--- src/rtl/fixed_float_pkg.sv ---
// Shared constants and opcode encoding for the fixed/float converter.
package fixed_float_pkg;

    localparam int unsigned DATA_W   = 32;
    localparam int unsigned EXP_W    = 8;
    localparam int unsigned MAN_W    = 23;
    localparam int unsigned EXP_BIAS = 127;

    typedef enum logic {
        OP_FIX2FLT = 1'b0,
        OP_FLT2FIX = 1'b1
    } op_e;

endpackage : fixed_float_pkg

--- src/rtl/lod32.sv ---
// Combinational leading-one detector: index of the most significant set bit.
module lod32 (
    input  logic [31:0] in_vec,
    output logic [4:0]  idx,
    output logic        valid
);

    always_comb begin
        idx = 5'd0;
        for (int i = 0; i < 32; i++) begin
            if (in_vec[i]) begin
                idx = 5'(i);
            end
        end
        valid = |in_vec;
    end

endmodule : lod32

--- src/rtl/fixed_float_conversion.sv ---
// Single-cycle fixed-point <-> IEEE-754 single converter with one output register.
module fixed_float_conversion
    import fixed_float_pkg::*;
(
    input  logic        clk,
    input  logic        rst,
    input  logic [31:0] targetnumber,
    input  logic [4:0]  fixpointpos,
    input  logic        opcode,
    output logic [31:0] result
);

    logic [DATA_W-1:0] result_q;
    logic [DATA_W-1:0] result_d;

    // fixed -> float datapath
    logic              fx_sign;
    logic [DATA_W-1:0] fx_mag;
    logic [4:0]        fx_lead;
    logic              fx_nonzero;
    logic [DATA_W-1:0] fx_norm;
    logic [EXP_W-1:0]  fx_exp;
    logic [MAN_W-1:0]  fx_man;
    logic [DATA_W-1:0] fx_out;

    // float -> fixed datapath
    logic              fl_sign;
    logic [EXP_W-1:0]  fl_exp;
    logic [63:0]       fl_sig;
    logic signed [9:0] fl_shift;
    logic signed [9:0] fl_rshift;
    logic [63:0]       fl_mag;
    logic              fl_ovf;
    logic              fl_sat;
    logic [DATA_W-1:0] fl_out;

    lod32 u_lod32 (
        .in_vec (fx_mag),
        .idx    (fx_lead),
        .valid  (fx_nonzero)
    );

    // Two's-complement magnitude; 0x80000000 naturally maps to 2^31 unsigned.
    always_comb begin
        fx_sign = targetnumber[DATA_W-1];
        fx_mag  = fx_sign ? (~targetnumber + 32'd1) : targetnumber;
        fx_norm = fx_mag << (5'd31 - fx_lead);
        fx_exp  = EXP_W'(EXP_BIAS + 32'(fx_lead) - 32'(fixpointpos));
        fx_man  = MAN_W'(fx_norm >> 8);
        fx_out  = fx_nonzero ? {fx_sign, fx_exp, fx_man} : '0;
    end

    // Shift distance can reach +135 / -149, so work in 10-bit signed and 64-bit magnitude.
    always_comb begin
        fl_sign   = targetnumber[DATA_W-1];
        fl_exp    = targetnumber[DATA_W-2 -: EXP_W];
        fl_sig    = {40'd0, 1'b1, targetnumber[MAN_W-1:0]};
        fl_shift  = $signed({2'b00, fl_exp}) - 10'sd127
                  + $signed({5'b00000, fixpointpos}) - 10'sd23;
        fl_rshift = -fl_shift;
        fl_mag    = '0;
        fl_ovf    = 1'b0;
        if (fl_shift >= 10'sd0) begin
            if (fl_shift > 10'sd40) begin
                fl_ovf = 1'b1;
            end else begin
                fl_mag = fl_sig << 6'(fl_shift);
            end
        end else if (fl_rshift < 10'sd24) begin
            fl_mag = fl_sig >> 6'(fl_rshift);
        end
        fl_sat = fl_ovf || (fl_exp == 8'hFF)
              || (!fl_sign && (fl_mag > 64'h0000_0000_7FFF_FFFF))
              || ( fl_sign && (fl_mag > 64'h0000_0000_8000_0000));
        if (fl_exp == 8'h00) begin
            fl_out = '0;
        end else if (fl_sat) begin
            fl_out = fl_sign ? 32'h8000_0000 : 32'h7FFF_FFFF;
        end else if (fl_sign) begin
            fl_out = ~fl_mag[31:0] + 32'd1;
        end else begin
            fl_out = fl_mag[31:0];
        end
    end

    always_comb begin
        result_d = (op_e'(opcode) == OP_FLT2FIX) ? fl_out : fx_out;
    end

    always_ff @(posedge clk or negedge rst) begin
        if (!rst) begin
            result_q <= '0;
        end else begin
            result_q <= result_d;
        end
    end

    assign result = result_q;

endmodule : fixed_float_conversion

--- config.mk ---
export PLATFORM = sky130hd
export DESIGN_NAME = fixed_float_conversion
export DESIGN_NICKNAME = d
export VERILOG_FILES = /design/src/rtl/fixed_float_pkg.sv /design/src/rtl/lod32.sv /design/src/rtl/fixed_float_conversion.sv
export SDC_FILE = /design/constraint.sdc
export NUM_CORES = 1
export LEC_CHECK = 0
export ABC_AREA = 1
export CORE_MARGIN = 5
export CORE_UTILIZATION = 45
export DETAILED_ROUTE_END_ITERATION = 7
export PLACE_DENSITY_LB_ADDON = 0.08
export SETUP_SLACK_MARGIN = 0.3
export SLEW_MARGIN = 20
export SYNTH_ARGS = -nofsm -noshare
export SYNTH_HDL_FRONTEND = slang
export SYNTH_HIERARCHICAL = 1
export SYNTH_SLANG_ARGS = --single-unit
export TNS_END_PERCENT = 30
--- constraint.sdc ---
create_clock -name clk -period 0.8 [get_ports clk]
set_clock_uncertainty 0.1 [all_clocks]
set_input_delay 0.16 -clock clk [delete_from_list [all_inputs] [get_ports clk]]
set_output_delay 0.16 -clock clk [all_outputs]
set_load 0.01 [all_outputs]
### After elaboration in Yosys (flattened, before gate mapping)

Cells that the tools add are included.

| storage, ports and cells | value |
|---|---|
| register bits after elaboration | 32 |
| bits of input ports | 40 |
| output and inout bits | 32 |
| logic and storage cells | 72 |

| operators by class | value |
|---|---|
| $add $sub $neg | 9 |
| $lt $le $gt $ge | 5 |
| equal/unequal tests | 1 |
| shift operators | 3 |
| multiplexer cells | 43 |
| bitwise logic cells | 2 |
| reduce and logical (&&, ||, !) cells | 8 |

Operators by type and width:

| operator | number |
|---|---|
| 32-bit 2-to-1 mux | 7 |
| 64-bit 2-to-1 mux | 3 |
| 5-bit 2-to-1 mux | 16 |
| 32-bit by 1-bit adder with 32-bit output, second input constant | 2 |
| 64-bit by 31-bit greater-than comparator with 1-bit output, second input constant | 1 |
| 64-bit by 32-bit greater-than comparator with 1-bit output, second input constant | 1 |
| 32-bit inverter | 2 |
| 24-bit by 6-bit left shift with 64-bit output | 1 |
| 24-bit by 6-bit >> shifter with 64-bit output | 1 |
| 4-bit 2-to-1 mux | 8 |
| 32-bit OR reduction | 1 |
| 32-bit by 5-bit left shift with 31-bit output | 1 |
| 3-bit 2-to-1 mux | 4 |
| 9-bit by 6-bit adder with 10-bit output | 1 |
| 10-bit by 1-bit greater-or-equal comparator with 1-bit output, second input constant | 1 |
| 10-bit by 7-bit greater-than comparator with 1-bit output, second input constant | 1 |
| 10-bit by 6-bit less-than comparator with 1-bit output, second input constant | 1 |
| 10-bit negation | 1 |
| 10-bit by 6-bit subtractor with 10-bit output, second input constant | 1 |
| 8-bit by 7-bit subtractor with 9-bit output, second input constant | 1 |
| 7-bit by 5-bit adder with 8-bit output, first input constant | 1 |
| 8-bit equality test, second input constant | 1 |
| 8-bit logical NOT | 1 |
| 8-bit by 5-bit subtractor with 8-bit output | 1 |
| 6 further kinds | 12 |

### Longest topological paths before layout

Gate-level depths: netlist (run 1).

| logic depth | value |
|---|---|
| word-level depth | 38 |
| gate-level depth with buffers | 51 |
| gate-level depth less buffers | 49 |

### By module

Netlist (run 1), hierarchy kept.

Modules (own cells, without submodules):

| module | times used | cells each | area each (sq um) | sequential area each (sq um) |
|---|---|---|---|---|
| fixed_float_conversion | 1 | 1701 | 8863.5 | 800.8 |
| lod32 | 1 | 106 | 429.2 | 0.0 |

### Worst setup path before layout (run 1)

No wires, ideal clock.

| timing path | value |
|---|---|
| kind | in2reg |
| start point | in targetnumber[23] |
| end point | reg result_q[25] (netlist: result[25]) |
| library setup time | 0.124 ns |
| data arrival time | 4.525 ns |
| required time | 0.576 ns |
| setup slack | -3.948 ns |
| cell stages on the path | 34 |
| path buffers | 4 |
| cell sequence | inv_1 -> ha_1 -> ha_1 -> ha_1 -> clkbuf_1 -> inv_1 -> clkbuf_1 -> ha_1 -> inv_1 -> nor2_1 -> inv_1 -> nand2_1 -> clkinv_1 -> clkbuf_1 -> a31oi_1 -> o21ai_0 -> o211ai_1 -> a21oi_1 -> a211oi_1 -> nand2_1 -> o21ai_1 -> inv_2 -> ha_1 -> nand3_1 -> nor2_2 -> inv_1 -> nor2_2 -> nand4_1 -> nand2_2 -> nand2_4 -> nand2_2 -> nand2_2 -> buf_6 -> o21bai_2 |

| between the ends | value |
|---|---|
| cells in the longest elaborated chain, start to end | 16 |
| elaborated cells on any way between the ends | 45 |
| those cells by class | add/sub (8); order compare (5); eq/ne (1); shift (2); mux (20); bitwise (2); reduce/logical (7) |

Ends and longest elaborated chain:

| what | line | source |
|---|---|---|
| start, declared | fixed_float_conversion.sv:7 | `input logic [31:0] targetnumber,` |
| parallel branches: the longest is 15 deep, another holds 64-bit by 31-bit greater-than comparator with 1-bit output | -- |  |
| 32-bit 2-to-1 mux (*) | fixed_float_conversion.sv:87 | `result_d = (op_e'(opcode) == OP_FLT2FIX) ? fl_out : fx_out;` |
| net result_d[25] | fixed_float_conversion.sv:14 | `logic [DATA_W-1:0] result_d;` |
| end signal, assigned | fixed_float_conversion.sv:94 | `result_q <= result_d;` |
| end, declared | fixed_float_conversion.sv:13 | `logic [DATA_W-1:0] result_q;` |

Mark *: on every way through the listed nets, which the timed path passes.

### Final worst setup path (run 1)

| timing path | value |
|---|---|
| start point | in targetnumber[26] |
| end point | reg result_q[29] (netlist: result[29]) |

| between the ends | value |
|---|---|
| cells in the longest elaborated chain, start to end | 14 |
| elaborated cells on any way between the ends | 42 |
| those cells by class | add/sub (8); order compare (5); eq/ne (1); shift (2); mux (17); bitwise (2); reduce/logical (7) |

Ends and longest elaborated chain:

| what | line | source |
|---|---|---|
| 8-bit by 7-bit subtractor with 9-bit output | fixed_float_conversion.sv:58 | `fl_shift = $signed({2'b00, fl_exp}) - 10'sd127` |
| 9-bit by 6-bit adder with 10-bit output | fixed_float_conversion.sv:59 | `+ $signed({5'b00000, fixpointpos}) - 10'sd23;` |
| 10-bit by 6-bit subtractor with 10-bit output | fixed_float_conversion.sv:59 |  |
| 10-bit negation | fixed_float_conversion.sv:60 | `fl_rshift = -fl_shift;` |
| 10-bit by 6-bit less-than comparator with 1-bit output / 24-bit by 6-bit >> shifter with 64-bit output (equally long branches) | fixed_float_conversion.sv:69, fixed_float_conversion.sv:70 |  |
| 64-bit 2-to-1 mux | fixed_float_conversion.sv:69 | `end else if (fl_rshift < 10'sd24) begin` |
| 64-bit 2-to-1 mux | fixed_float_conversion.sv:63 | `if (fl_shift >= 10'sd0) begin` |
| 64-bit by 31-bit greater-than comparator with 1-bit output | fixed_float_conversion.sv:73 | `\|\| (!fl_sign && (fl_mag > 64'h0000_0000_7FFF_FFFF))` |
| 1-bit logical AND | fixed_float_conversion.sv:73 |  |
| 1-bit logical OR | fixed_float_conversion.sv:73 |  |
| 1-bit logical OR | fixed_float_conversion.sv:74 | `\|\| ( fl_sign && (fl_mag > 64'h0000_0000_8000_0000));` |
| 32-bit 2-to-1 mux | fixed_float_conversion.sv:77 | `end else if (fl_sat) begin` |
| 32-bit 2-to-1 mux | fixed_float_conversion.sv:75 | `if (fl_exp == 8'h00) begin` |
| 32-bit 2-to-1 mux (*) | fixed_float_conversion.sv:87 |  |
| net result_d[29] | fixed_float_conversion.sv:14 |  |

Mark *: on every way through the listed nets, which the timed path passes. The rest lies on a longest branch.

==> metrics.yaml, run 1 <==
startpoint_type: "input port"
clk_pin_slew_ns: 0.05
grt_use_total_pct: 34.4
timing.hold.ws_ns: -0.209
final_cells: 2632
cts_buffers: 5
cts_tree: "done"
fmax_mhz: 240
synth_top_flop_cell: "dfrtp_1"
period_minus_slack_ns: 4.17
arrival_ns: 4.27
grt_pass1_vias: 13400
slew_viol_final: 0
fin_nets: 2426
async_flop_share_pct: 100
synth_seq_area_share_pct: 8.62
power_uw: 36400
layout-area-overhead-vs-synth_pct: 74.7
synth-edff-count: 0
row_count: 52
vias: 14500
final_cell_mix: "552 x nand2_1, 511 x buf_4, 157 x nor2_1, 142 x inv_1, 128 x o21ai_0"
ys_types: 55
setup_viol: 64
min_path_type: "in -> async"
core_region_area_mm2: 0.0203
globalRouteOverflowTotal: 0
antenna_found_initial: 0
slew_headroom_pct: 59.1
worst_pin_slew_ns: 0.613
grt_max_degree: 48
drc: 0
routedWlPerCell_um: 17.1
dp_hpwl_um: 32800
status: "complete, but fails checks"
synth_area_per_cell_um2: 5.14
violations: "hold timing, setup timing"
dr.first_iter.drc_count: 1307
holdBufCountCts: 0
cp-end-kind: "flip-flop"
cp.required_ns: 0.89
gp_congestion: 1.03
drive_gt1_share_pct: 42.0
rsz0062_at_grt: "yes"
slowest_delay_ns: 0.32
multiInputGateArea_mm2: 0.00879
powerDensity_mw_per_mm2: 2240
viasPerCell: 5.53
clock_sinks: 32
ir_drop_mv: 1.23
crit_path_max_fanout: 9
maxCapViolCount: 0
dp.cells: 2553
fp.dieW_um: 154
pin_count: 72
finalCritPeriodShare_pct: 522
fp.dieH_um: 154
portBuffers: 71
grt_pass1_wl_um: 67400
synth-seq-cells: 32
setup_ws_ns: -3.37
dp_slack_ns: -4.28
h-tree-depth: 2
fillerInstances: 1542
synthCells: 1807
mostFrequentLayoutCell: "nand2_1"
start_util_pct: 45.8
synth_area_mm2: 0.00929
cts_root_buf: "clkbuf_16"
cp_slowest_cell: "clkdlybuf4s15_1"
diodes: 0
dieArea_mm2: 0.0236
wl_um: 45000
largest_reg_flops: 32
criticalPathCategory: "in -> reg"
power_leakage_uw: 0.00838
drtPass1Iterations: 6
register_area_um2: 801
clock_path_buffers: 2
synth_warnings: 6
synth_fp_nets: 1872
antenna_left: 0
hold_viol_final: 32
==> worst paths after layout <==
kind	from	cells past startpoint	to	slack [ns]
setup / recovery	targetnumber[26]	35	result[29]$_DFF_PN0_	-3.37
hold / removal	rst	2	result[9]$_DFF_PN0_	-0.21
max in group asynchronous	rst	2	result[21]$_DFF_PN0_	0.65
min in group clk	targetnumber[31]	4	result[31]$_DFF_PN0_	0.55
==> cell type report <==
class	instances	area share (%)
tap	270	2.08
timing repair buffer	634	33.0
sequential	32	4.93
timing repair inverter	1	0.0308
inverter	191	4.81
multi-input combinational	1496	54.1
clock inverter	2	0.216
clock buffer	6	0.794
==> per-layer routing <==
layer / wire, µm / track usage (%) / part of all wire, %
met4: 2650 / 15.2 / 5.9
met5: 0 / 0 / 0
met3: 3360 / 3.01 / 7.5
met1: 17700 / 43.3 / 39
met2: 21200 / 60.0 / 47
==> critical path: cells and delay by family <==
family,cells,cell delay [ns]
simple gates,21,1.76
buf+inv,8,1.15
compound gates,4,0.68
fa+ha+maj,2,0.48
==> through the flow <==
step                      area [µm²]  TNS (ns)  utilization, %
final                          16200   -112.23            80.0
after CTS                      15500   -108.69            76.3
after floorplan                 9530    -99.71               -
after detailed placement       14000   -146.17            69.1
after global placement         14000   -144.50            69.1
after global routing           16200   -119.81            80.0
==> power breakdown <==
group / internal (µW) / switching [µW] / leakage [µW]
Clock: 1460 / 649 / 0.0000808
Combinational: 14200 / 17800 / 0.00792
Sequential: 2090 / 183 / 0.000385
Total: 17700 / 18600 / 0.00838
==> synthesized netlist by cell type (3+ instances only) <==
cell type / instances / area [µm²]
a211oi_1: 4 / 30.0
a21oi_1: 38 / 190
a31oi_1: 11 / 68.8
and2_1: 3 / 18.8
buf_1: 18 / 67.6
buf_2: 4 / 20.0
buf_6: 8 / 90.1
clkbuf_1: 57 / 214
dfrtp_1: 32 / 801
ha_1: 23 / 288
inv_1: 173 / 649
inv_2: 15 / 56.3
mux2i_1: 28 / 280
nand2_1: 622 / 2330
nand2_2: 21 / 131
nand2_4: 4 / 45.0
nand3_1: 97 / 485
nand3_2: 5 / 50.1
nand3b_1: 5 / 37.5
nand4_1: 13 / 81.3
nor2_1: 214 / 803
nor2_2: 17 / 106
nor2_4: 3 / 33.8
nor3_1: 27 / 135
nor4_1: 4 / 25.0
o211ai_1: 14 / 105
o21ai_0: 227 / 1140
o21ai_1: 4 / 20.0
o21ai_2: 21 / 184
o21bai_1: 6 / 45.0
o22ai_1: 7 / 43.8
o31ai_1: 5 / 37.5
or2_2: 8 / 50.1
xor2_1: 39 / 342
==> logic make-up after synthesis <==
family	after synthesis	synth area share [%]
AO/OA/AOI/OAI	352	21.5
XOR/XNOR	41	3.86
flip-flops	32	8.62
adder cells (fa/ha/maj)	25	3.53
AND/OR/NAND/NOR	1049	47.2
buffers and inverters	280	12.3
multiplexers	28	3.02
==> repair_timing <==
action / 4_1_cts / 5_1_grt
pin swaps: 92 / 71
endpoints found under the hold margin: 0 / 32
setup buffers: 44 / 14
setup endpoints to repair: 96 / 96
gates resized for setup: 456 / 188
gates cloned: 9 / 4
Power figures use the tool's default switching activity.
==> run 2, diff against run 1 <==
- CORE_MARGIN: 5 -> default
==> metrics.yaml, run 2 (synthesis gave the netlist of run 1 again) <==
status: "complete, but fails checks"  # unchanged
violations: "hold timing, setup timing"  # unchanged
largest_reg_flops: 32  # unchanged
h-tree-depth: 2  # unchanged
hold_viol_final: 32  # unchanged
antenna_left: 0  # unchanged
fp.dieW_um: 146  # was 154 µm
mostFrequentLayoutCell: "nand2_1"  # unchanged
grt_pass1_wl_um: 66200  # was 67400 µm
ir_drop_mv: 1.33  # was 1.23 mV
final_cell_mix: "557 x nand2_1, 483 x buf_4, 165 x nor2_1, 140 x inv_1, 137 x o21ai_0"  # was 552 x nand2_1, 511 x buf_4, 157 x nor2_1, 142 x inv_1, 128 x o21ai_0
grt_pass1_vias: 13200  # was 13400
wl_um: 45400  # was 45000 µm
crit_path_max_fanout: 31  # was 9
vias: 14500  # about the same
slew_headroom_pct: 53.4  # was 59.1%
postLayoutCellArea_mm2: 0.0159  # was 0.0162 mm²
combPwrFrac_pct: 87.3  # was 87.9%
core_region_area_mm2: 0.0202  # was 0.0203 mm²
maxCapViolCount: 0  # unchanged
power_frac_clock_pct: 6.2  # was 5.8%
setup_tns_ns: -115.14  # was -112.23 ns
clock_path_buffers: 2  # unchanged
fmax_mhz: 234  # was 240 MHz
fp.dieH_um: 146  # was 154 µm
fin_nets: 2405  # was 2426
gp_congestion: 1.01  # was 1.03
dp_hpwl_um: 33100  # was 32800 µm
dieArea_mm2: 0.0212  # was 0.0236 mm²
setup_ws_ns: -3.47  # was -3.37 ns
finalCritPeriodShare_pct: 534  # was 522%
dp_slack_ns: -4.35  # was -4.28 ns
rsz0062_at_grt: "yes"  # unchanged
cp-end-kind: "flip-flop"  # unchanged
criticalPathCategory: "in -> reg"  # unchanged
drtPass1Iterations: 6  # unchanged
powerDensity_mw_per_mm2: 2180  # was 2240 mW/mm²
timing.hold.ws_ns: -0.0873  # was -0.209 ns
cts_buffers: 5  # unchanged
intPower_uw: 16800  # was 17700 µW
arrival_ns: 4.31  # was 4.27 ns
power_frac_seq_pct: 6.5  # was 6.3%
cp.required_ns: 0.84  # was 0.89 ns
layout-area-overhead-vs-synth_pct: 71.6  # was 74.7%
globalRouteOverflowTotal: 0  # unchanged
dr.first_iter.drc_count: 1395  # was 1307
min_path_type: "in -> async"  # unchanged
postPlaceCellArea_mm2: 0.0138  # was 0.0140 mm²
viasPerCell: 5.55  # was 5.53
start_util_pct: 45.9  # was 45.8%
drive_gt1_share_pct: 40.7  # was 42.0%
switching_share_pct: 51.5  # was 51.2%
fillerInstances: 1513  # was 1542
grt_max_degree: 53  # was 48
pin_count: 72  # unchanged
grt_use_total_pct: 38.6  # was 34.4%
clk_pin_slew_ns: 0.06  # was 0.05 ns
routedWlPerCell_um: 17.4  # was 17.1 µm
slew_viol_final: 0  # unchanged
worst_pin_slew_ns: 0.691  # was 0.613 ns
startpoint_type: "input port"  # unchanged
setup_viol: 64  # unchanged
cts_root_buf: "clkbuf_16"  # unchanged
period_minus_slack_ns: 4.27  # was 4.17 ns
p_switching_uw: 17900  # was 18600 µW
power_uw: 34700  # was 36400 µW
cts_tree: "done"  # unchanged
antenna_found_initial: 0  # unchanged
drc: 0  # unchanged
power_leakage_uw: 0.00825  # was 0.00838 µW
diodes: 0  # unchanged
portBuffers: 71  # unchanged
clock_sinks: 32  # unchanged
row_count: 52  # unchanged
==> run 2: area by class of cell <==
type	count	area, µm²	share of cell area (%)
inverters	191	781	4.90
clock buffers	6	129	0.808
well taps	270	338	2.12
repair buffers	613	5220	32.7
flip-flops and latches	32	801	5.02
multi-input cells	1496	8640	54.2
repair inverters	1	5.00	0.0314
clock inverters	2	35.0	0.220
==> run 2: critical path, stage by stage <==
cell	delay, ns
clkdlybuf4s50_1	0.47
nor2_2	0.13
inv_1	0.06
nor2_2	0.12
nand3_2	0.12
nor4_1	0.19
buf_4	0.17
nand3_1	0.14
o21ai_0	0.34
nand3_1	0.18
xor2_2	0.21
nor2_1	0.23
nand2_1	0.14
o21bai_2	0.28
inv_1	0.13
buf_12	0.18
buf_4	0.13
mux2i_1	0.24
mux2i_1	0.14
o211ai_1	0.42
nand2_1	0.11
==> run 2: power by group through the flow <==
stage               Clock (µW)  Combinational (µW)  Sequential [µW]
global route              2220               32600             2290
finish                    2140               30300             2250
CTS                       2100               26900             2240
global placement             0               24800             2250
detailed placement           0               25000             2270
floorplan                    0               13600             2510
==> run 2: path summary, 6_finish.rpt <==
kind	start	to	slack (ns)
max in group asynchronous	rst	result[22]$_DFF_PN0_	0.53
min in group clk	targetnumber[31]	result[31]$_DFF_PN0_	0.55
worst max-delay path	targetnumber[7]	result[19]$_DFF_PN0_	-3.47
worst min-delay path	rst	result[8]$_DFF_PN0_	-0.09
==> run 2: per-stage QoR <==
step / hold WS, ns / utilization (%) / cells
5_1_grt: -0.0694 / 78.8 / 2611
3_5_place_dp: 0.462 / 68.2 / 2524
2_1_floorplan: -0.236 / - / 1807
4_1_cts: -0.0888 / 73.4 / 2578
6_report: -0.0873 / 78.8 / 2611
3_3_place_gp: 0.452 / 68.2 / 2524
==> run 2: repair_timing <==
item | 4_1_cts | 5_1_grt
setup buffers | 37 | 28
endpoints found under the setup margin | 96 | 64
pin swaps | 92 | 136
gates cloned | 9 | 5
gates resized for setup | 358 | 246
hold endpoints to repair | 32 | 32
==> run 2: layer usage <==
metal | global-route usage (%) | vias up | part of all wire, %
met4 | 17.3 | 0 | 6.3
met1 | 47.6 | 6608 | 39
met5 | 0 | - | 0
met2 | 67.4 | 799 | 47
li1 | - | 6896 | -
met3 | 4.39 | 197 | 7.6
